--- src/rtl/spi_slave_if.sv ---
// SPI slave front-end for the single-port sync RAM.
// Deserialises MSB-first MOSI frames {cmd[1:0], payload} into rx_data with a one-cycle
// rx_valid strobe, and serialises one RAM read byte MSB-first on MISO per READ_DATA frame.
module spi_slave_if #(
  parameter int unsigned ADDR_SIZE = 8
) (
  input  logic                 clk,
  input  logic                 rst,
  input  logic                 ss_n,
  input  logic                 mosi,
  output logic                 miso,
  output logic [ADDR_SIZE+1:0] rx_data,
  output logic                 rx_valid,
  input  logic [ADDR_SIZE-1:0] tx_data,
  input  logic                 tx_valid
);

  localparam int unsigned FW     = ADDR_SIZE + 2;
  localparam int unsigned CntW   = $clog2(FW + 1);
  localparam int unsigned TxCntW = $clog2(ADDR_SIZE + 1);

  typedef enum logic [2:0] {
    StIdle,
    StChkCmd,
    StWrite,
    StReadAdd,
    StReadData
  } state_e;

  state_e               state_q, state_d;
  logic [CntW-1:0]      bit_cnt_q, bit_cnt_d;      // frame bits still to sample; 0 = done
  logic [FW-1:0]        shift_q, shift_d;
  logic [FW-1:0]        rx_data_q, rx_data_d;
  logic                 rx_valid_q, rx_valid_d;
  logic                 rd_addr_seen_q, rd_addr_seen_d;
  logic                 tx_armed_q, tx_armed_d;    // tx_valid trusted from now on
  logic                 tx_loaded_q, tx_loaded_d;  // byte already taken this frame
  logic                 tx_busy_q, tx_busy_d;      // byte being shifted out
  logic [ADDR_SIZE-1:0] tx_shift_q, tx_shift_d;
  logic [TxCntW-1:0]    tx_cnt_q, tx_cnt_d;        // bits left after the current one
  logic                 miso_q, miso_d;
  logic [FW-1:0]        frame_next;

  // Next-state, frame capture and MISO serialiser.
  always_comb begin
    state_d        = state_q;
    bit_cnt_d      = bit_cnt_q;
    shift_d        = shift_q;
    rx_data_d      = rx_data_q;
    rx_valid_d     = 1'b0;
    rd_addr_seen_d = rd_addr_seen_q;
    tx_armed_d     = tx_armed_q;
    tx_loaded_d    = tx_loaded_q;
    tx_busy_d      = tx_busy_q;
    tx_shift_d     = tx_shift_q;
    tx_cnt_d       = tx_cnt_q;
    miso_d         = 1'b0;
    frame_next     = {shift_q[FW-2:0], mosi};

    unique case (state_q)
      StIdle: begin
        if (!ss_n) begin
          state_d = StChkCmd;
        end
      end

      StChkCmd: begin
        if (ss_n) begin
          state_d = StIdle;
        end else begin
          shift_d   = {{(FW-1){1'b0}}, mosi};
          bit_cnt_d = CntW'(FW - 1);
          if (!mosi) begin
            state_d = StWrite;
          end else if (!rd_addr_seen_q) begin
            state_d = StReadAdd;
          end else begin
            state_d = StReadData;
          end
        end
      end

      StWrite, StReadAdd, StReadData: begin
        if (ss_n) begin
          // Abort: drop partial frame and any byte in flight; rd_addr_seen is kept.
          state_d     = StIdle;
          bit_cnt_d   = '0;
          tx_armed_d  = 1'b0;
          tx_loaded_d = 1'b0;
          tx_busy_d   = 1'b0;
          tx_cnt_d    = '0;
        end else begin
          if (bit_cnt_q != '0) begin
            shift_d   = frame_next;
            bit_cnt_d = bit_cnt_q - 1'b1;
            if (bit_cnt_q == CntW'(1)) begin
              rx_data_d  = frame_next;
              rx_valid_d = 1'b1;
              if (state_q == StReadAdd) begin
                rd_addr_seen_d = 1'b1;
              end
            end
          end

          if (state_q == StReadData) begin
            if (tx_busy_q) begin
              if (tx_cnt_q != '0) begin
                miso_d     = tx_shift_q[ADDR_SIZE-1];
                tx_shift_d = tx_shift_q << 1;
                tx_cnt_d   = tx_cnt_q - 1'b1;
              end else begin
                tx_busy_d      = 1'b0;
                rd_addr_seen_d = 1'b0;
              end
            end else if (tx_armed_q && !tx_loaded_q && tx_valid) begin
              miso_d      = tx_data[ADDR_SIZE-1];
              tx_shift_d  = tx_data << 1;
              tx_cnt_d    = TxCntW'(ADDR_SIZE - 1);
              tx_busy_d   = 1'b1;
              tx_loaded_d = 1'b1;
            end
            // The RAM consumes rx_valid on this edge; tx_valid may still be stale here.
            if (rx_valid_q) begin
              tx_armed_d = 1'b1;
            end
          end
        end
      end

      default: begin
        state_d = StIdle;
      end
    endcase
  end

  // State and output registers with asynchronous reset.
  always_ff @(posedge clk or posedge rst) begin
    if (rst) begin
      state_q        <= StIdle;
      bit_cnt_q      <= '0;
      shift_q        <= '0;
      rx_data_q      <= '0;
      rx_valid_q     <= 1'b0;
      rd_addr_seen_q <= 1'b0;
      tx_armed_q     <= 1'b0;
      tx_loaded_q    <= 1'b0;
      tx_busy_q      <= 1'b0;
      tx_shift_q     <= '0;
      tx_cnt_q       <= '0;
      miso_q         <= 1'b0;
    end else begin
      state_q        <= state_d;
      bit_cnt_q      <= bit_cnt_d;
      shift_q        <= shift_d;
      rx_data_q      <= rx_data_d;
      rx_valid_q     <= rx_valid_d;
      rd_addr_seen_q <= rd_addr_seen_d;
      tx_armed_q     <= tx_armed_d;
      tx_loaded_q    <= tx_loaded_d;
      tx_busy_q      <= tx_busy_d;
      tx_shift_q     <= tx_shift_d;
      tx_cnt_q       <= tx_cnt_d;
      miso_q         <= miso_d;
    end
  end

  assign miso     = miso_q;
  assign rx_data  = rx_data_q;
  assign rx_valid = rx_valid_q;

endmodule
--- config.mk ---
export PLATFORM = sky130hd
export DESIGN_NAME = spi_slave_if
export DESIGN_NICKNAME = d
export VERILOG_FILES = /design/src/rtl/spi_slave_if.sv
export SDC_FILE = /design/constraint.sdc
export NUM_CORES = 1
export LEC_CHECK = 0
export ABC_AREA = 1
export BUFFER_PORTS_ARGS = -buffer_cell sky130_fd_sc_hd__buf_2
export CORE_ASPECT_RATIO = 1.75
export CORE_MARGIN = 2
export CORE_UTILIZATION = 46
export DETAILED_ROUTE_END_ITERATION = 7
export PLACE_DENSITY = 0.65
export SYNTH_ARGS = -nofsm -noshare
export SYNTH_HDL_FRONTEND = slang
export SYNTH_SLANG_ARGS = --single-unit
export TNS_END_PERCENT = 5
--- constraint.sdc ---
create_clock -name clk -period 2.8 [get_ports clk]
set_clock_uncertainty 0.2 [all_clocks]
set_input_delay 0.14 -clock clk [delete_from_list [all_inputs] [get_ports clk]]
set_output_delay 0.14 -clock clk [all_outputs]
set_load 0.05 [all_outputs]
# Yosys cells after proc, flatten, opt, wreduce, memory -nomap -nowiden
# Cells that the tools add are included.
[classes] add_sub_neg=2 eq_ne=14 muxes=50 bitwise=1 reduce_logical=23
[op_table] op="2-to-1 mux 4 bit" count=8
[op_table] op="2-to-1 mux 1 bit" count=28
[op_table] op="2-to-1 mux 9 bit" count=3
[op_table] op="2-to-1 mux 8 bit" count=3
[op_table] op="case mux 9 bit (2 select lines)" count=1
[op_table] op="AND reduction 4 bit" count=4
[op_table] op="2-to-1 mux 3 bit" count=5
[op_table] op="!= test 2 bit (second input constant)" count=6
[op_table] op="nonzero test 2 bit" count=5
[op_table] op="case mux 3 bit (3 select lines)" count=1
[op_table] op="case mux 4 bit (2 select lines)" count=1
[op_table] op="nonzero test 4 bit" count=2
[op_table] op="subtractor 4 x 1 -> 4 bit (second input constant)" count=2
[op_table] op="equality test 3 x 2 -> 1 bit (second input constant)" count=2
[op_table] op="AND reduction 2 bit" count=3
[op_table] op="AND reduction 3 bit" count=2
[op_table] op="AND reduction 5 bit" count=1
[op_table] op="equality test 4 x 1 -> 1 bit (second input constant)" count=1
[op_table] op="equality test 3 x 1 -> 1 bit (second input constant)" count=1
[op_table] op="equality test 3 bit (second input constant)" count=1
[op_table] op="zero test 3 bit" count=1
[op_table] op="!= test 3 x 2 -> 1 bit (second input constant)" count=1
[op_table] op="!= test 3 bit (second input constant)" count=1
[op_table] op="nonzero test 3 bit" count=1
[op_table] op="5 further kinds" count=6
[word_totals] regBits=44 in_bits=13 out_inout_bits=12 word_cells=102

# Depth between registers and ports, before layout
[depth] ltp_word=8 depth_mapped=10 mapped_depth_nobuf=10

# Least setup slack after synthesis
# No wires, ideal clock.
[synth_timing] path_kind="register -> register" startpoint="register bit_cnt_q[0]" endpoint="register rx_data_q[0], in the netlist rx_data[0]" setup_time_ps=118 arrival_ps=1270 required_time_ps=2482 slack_ps=1212 path_stages_with_launch=10 n_path_buf=1 path_cell_list="dfrtp_1 inv_1 ha_1 nor2_1 nand2_1 nor2_2 nand2_4 buf_8 nand2_1 nand2_1"
[synth_between] elab_chain_len=2 elab_cells_between_ends=3 classes_between="eq/ne: 1; reduce/logical: 2"
[synth_lines] element="from (decl)" line_no="31" text="logic [CntW-1:0] bit_cnt_q, bit_cnt_d;"
[synth_lines] element="from (signal assigned)" line_no="153" text="bit_cnt_q <= bit_cnt_d;"
[synth_lines] element="equality test 4 x 1 -> 1 bit or nonzero test 4 bit (tied branches)" line_no="96, 93"
[synth_lines] element="AND reduction 4 bit (no source line) *"
[synth_lines] element="to (signal assigned)" line_no="155" text="rx_data_q <= rx_data_d;"
[synth_lines] element="to (decl)" line_no="33" text="logic [FW-1:0] rx_data_q, rx_data_d;"
# Every way passes the cells marked *; elsewhere a longest branch is shown, timed or not.
# A chain may end at the register's enable or synchronous reset.

# Worst setup path after layout
[layout_timing] startpoint="register tx_busy_q" endpoint="register tx_shift_q[5]"
[layout_between] elab_chain_len=2 elab_cells_between_ends=4 classes_between="eq/ne: 1; mux: 1; reduce/logical: 2"
[layout_lines] element="from (decl)" line_no="38" text="logic tx_busy_q, tx_busy_d;"
[layout_lines] element="from (signal assigned)" line_no="160" text="tx_busy_q <= tx_busy_d;"
[layout_lines] element="!= test 2 x 1 -> 1 bit (no source line) or nonzero test 2 bit (tied branches)"
[layout_lines] element="AND reduction 5 bit (no source line)"
[layout_lines] element="to (signal assigned)" line_no="161" text="tx_shift_q <= tx_shift_d;"
[layout_lines] element="to (decl)" line_no="39" text="logic [ADDR_SIZE-1:0] tx_shift_q, tx_shift_d;"
# Parallel ways exist; a longest one is shown, timed or not.

==> flow_metrics.env <==
export IMPL_cts_sinks=43
export IMPL_endpoint="tx_shift_q[5]"
export IMPL_place_ws_ns=0.846
export IMPL_finalPower_mw=1.73
export IMPL_cp_start_kind="flip-flop"
export IMPL_htree_levels=2
export IMPL_fillers=468
export IMPL_wl_per_cell_um=12.3
export IMPL_peakVddDrop_mv=0.489
export IMPL_r2r_start="tx_busy_q"
export IMPL_via_per_inst=5.13
export IMPL_critical_path_buf_inv_count=2
export IMPL_min_path_type="input pin to flip-flop"
export IMPL_criticalPathCategory="flip-flop to flip-flop"
export IMPL_nets=329
export IMPL_worstPathArrival_ns=1.97
export IMPL_clock_latency_ns=0.29
export IMPL_critical_path_max_stage_delay_ns=0.50
export IMPL_layout_commonest_cell="nand2_1"
export IMPL_syn_nets=298
export IMPL_path_common_cell="nand2_1"
export IMPL_area_delta_synth_final_pct=12.6
export IMPL_antenna_found_initial=0
export IMPL_drive_gt1_share_pct=17.9
export IMPL_slew_headroom_pct=63.3
export IMPL_postCtsSetupRepairBufs=0
export IMPL_die_x_um=56.5
export IMPL_drv_cap=0
export IMPL_synth_ff_latch_count=43
export IMPL_drtIter0Drc=91
export IMPL_cts_buffers=5
export IMPL_crit_chain="inv_1, nand4_1, o21ai_0, buf_4, nand2_1, nand2_1, nand2_1"
export IMPL_syn_area_per_cell_um2=7.90
export IMPL_die_area_um2=5420
export IMPL_synth_area_leader_cell="dfrtp_1"
export IMPL_crit_path_start="tx_busy_q"
export IMPL_root_buffer="clkbuf_8"
export IMPL_start_util_pct=47.6
export IMPL_crit_family="buffers and inverters"
export IMPL_cts_tree="yes"
export IMPL_io_pin_count=25
export IMPL_rsz0062_at_grt="false"
export IMPL_clk_pin_slew_ns=0.08
export IMPL_post_route_drc_count=0
export IMPL_ys_top_cells_by_area="dfrtp_1 48%, nand2_1 18%, nand3_1 7.4%, inv_1 4.2%, nor2_1 4.1%"
export IMPL_fmax_mhz=503
export IMPL_reg2reg_slack_ns=0.81
export IMPL_status="complete, no violations"
export IMPL_r2r_cells=7
export IMPL_row_count=33
export IMPL_worst_pin_slew_ns=0.550
export IMPL_syn_inst=281
export IMPL_routed_wl_um=4510
export IMPL_core_um2=4670
export IMPL_critPathCaptureType="flip-flop"
export IMPL_powerDensity_nw_per_um2=691
export IMPL_first_pass_iters=5
export IMPL_finalInstanceArea_um2=2500
export IMPL_grt_pass1_vias=1675
export IMPL_io_buffers=24
export IMPL_grt_start_max_net_pins=44
export IMPL_die_y_um=95.9
export IMPL_grt_overflow=0
export IMPL_yosysSeqAreaShare_pct=48.5
export IMPL_grt_usage_pct=17.7
export IMPL_setup_ws_ns=0.813
export IMPL_whs_ns=0.00692
export IMPL_setup_viol=0
export IMPL_critPathMaxFanout=14
export IMPL_r2r_end="tx_shift_q[5]"
export IMPL_place_congestion=0.827
export IMPL_synth_top_area_share_pct=48.5
export IMPL_fin_crit_sh_pct=71.0
export IMPL_worstPathRequired_ns=2.78
export IMPL_min_period_ns=1.99
export IMPL_cellLeakagePower_nw=1.36
export IMPL_dpl_hpwl_um=3190
export IMPL_hp_start="tx_data[2]"
export IMPL_vias=1872
export IMPL_hold_viol=0
export IMPL_clock_tree_buffer_depth=2
export IMPL_tns_ns=0
export IMPL_ys_types=27
export IMPL_yosysWarnings=0
export IMPL_crit_slowest_cell="dfrtp_1"
export IMPL_drv_slew=0
export IMPL_dpl_cell_area_um2=2350
export IMPL_ant_nets=0
export IMPL_grt_pass1_wl_um=7500
export IMPL_n_antenna_cell=0
export IMPL_worstSetupPathDepth=7
export IMPL_netlist_area_um2=2220
export IMPL_mostFrequentLayoutCells="105 x nand2_1, 43 x dfrtp_1, 33 x nand3_1, 25 x inv_1"
==> registers in the layout, indices dropped and copies added, names as in the netlist <==
register and cells:
shift_q 9, bit_cnt_q 4, rd_addr_seen_q 1, rx_data 10, tx_loaded_q 1, tx_busy_q 1, tx_cnt_q 4, tx_shift_q 7
rx_valid 1, state_q 3, tx_armed_q 1, miso 1
==> synthesized netlist by cell type, drive strengths merged <==
master	n
o22ai	1
a21oi	5
inv	28
nor2	26
dfrtp	43
or2	1
nand3	35
xnor2	1
o21ai	16
nand3b	1
nand4	1
ha	4
nor3	1
buf	8
nand2	110
==> how the worst min path moves through the flow <==
stage	end	slack, ns	cells after the start
2_1_floorplan	rx_data[0]	0.05	2
3_3_place_gp	rx_data[6]	0.10	3
3_5_place_dp	tx_shift_q[1]	0.12	3
4_1_cts	tx_shift_q[3]	0.004	5
5_1_grt	tx_shift_q[3]	0.01	5
6_report	tx_shift_q[3]	0.007	5
==> layout make-up <==
cell class	instances	area (um2)	share of cell area (%)
well taps	52	65.1	2.60
clock buffers	6	72.6	2.90
repair buffers	32	195	7.81
multi-input cells	202	968	38.7
clock inverters	2	12.5	0.501
flip-flops and latches	43	1080	43.0
inverters	28	110	4.40
==> power breakdown <==
part / switching [mW] / internal (mW) / leakage [nW]
clock: 0.207 / 0.174 / 0.0412
combinational: 0.399 / 0.181 / 0.730
sequential: 0.0631 / 0.703 / 0.584
total: 0.670 / 1.06 / 1.36
==> metal layers <==
layer / routed length (um) / global-route usage (%) / up-vias
met5: 0 / 0 / -
met4: 86 / 7.14 / 0
met3: 160 / 3.36 / 9
met2: 2300 / 32.0 / 40
met1: 1960 / 20.2 / 879
li1: - / - / 944
==> stage by stage <==
stage / cells / util [%]
6_report: 365 / 53.6
5_1_grt: 365 / 53.6
4_1_cts: 365 / 53.6
3_5_place_dp: 351 / 50.5
3_3_place_gp: 351 / 50.5
2_1_floorplan: 281 / -
==> cell families (layout without fill, tap and decap cells) <==
logic type               count (synthesis)  in the layout  share of synthesized area (%)
AO/OA/AOI/OAI                           22             22                           6.71
XOR/XNOR                                 1              1                          0.395
adder cells (fa/ha/maj)                  4              4                           2.25
buffers and inverters                   36             68                           7.89
flip-flops                              43             43                           48.5
AND/OR/NAND/NOR                        175            175                           34.3
==> timing repair <==
item	4_1_cts	5_1_grt
hold endpoints to repair	50	0
hold buffers	6	0
gates resized for setup	0	0
==> tightest hold or removal path, delay by kind of cell <==
kind | cells | cell delay (ns)
buffers and inverters | 1 | 0.07
AND/OR/NAND/NOR | 4 | 0.25
Power figures use the tool's default switching activity.
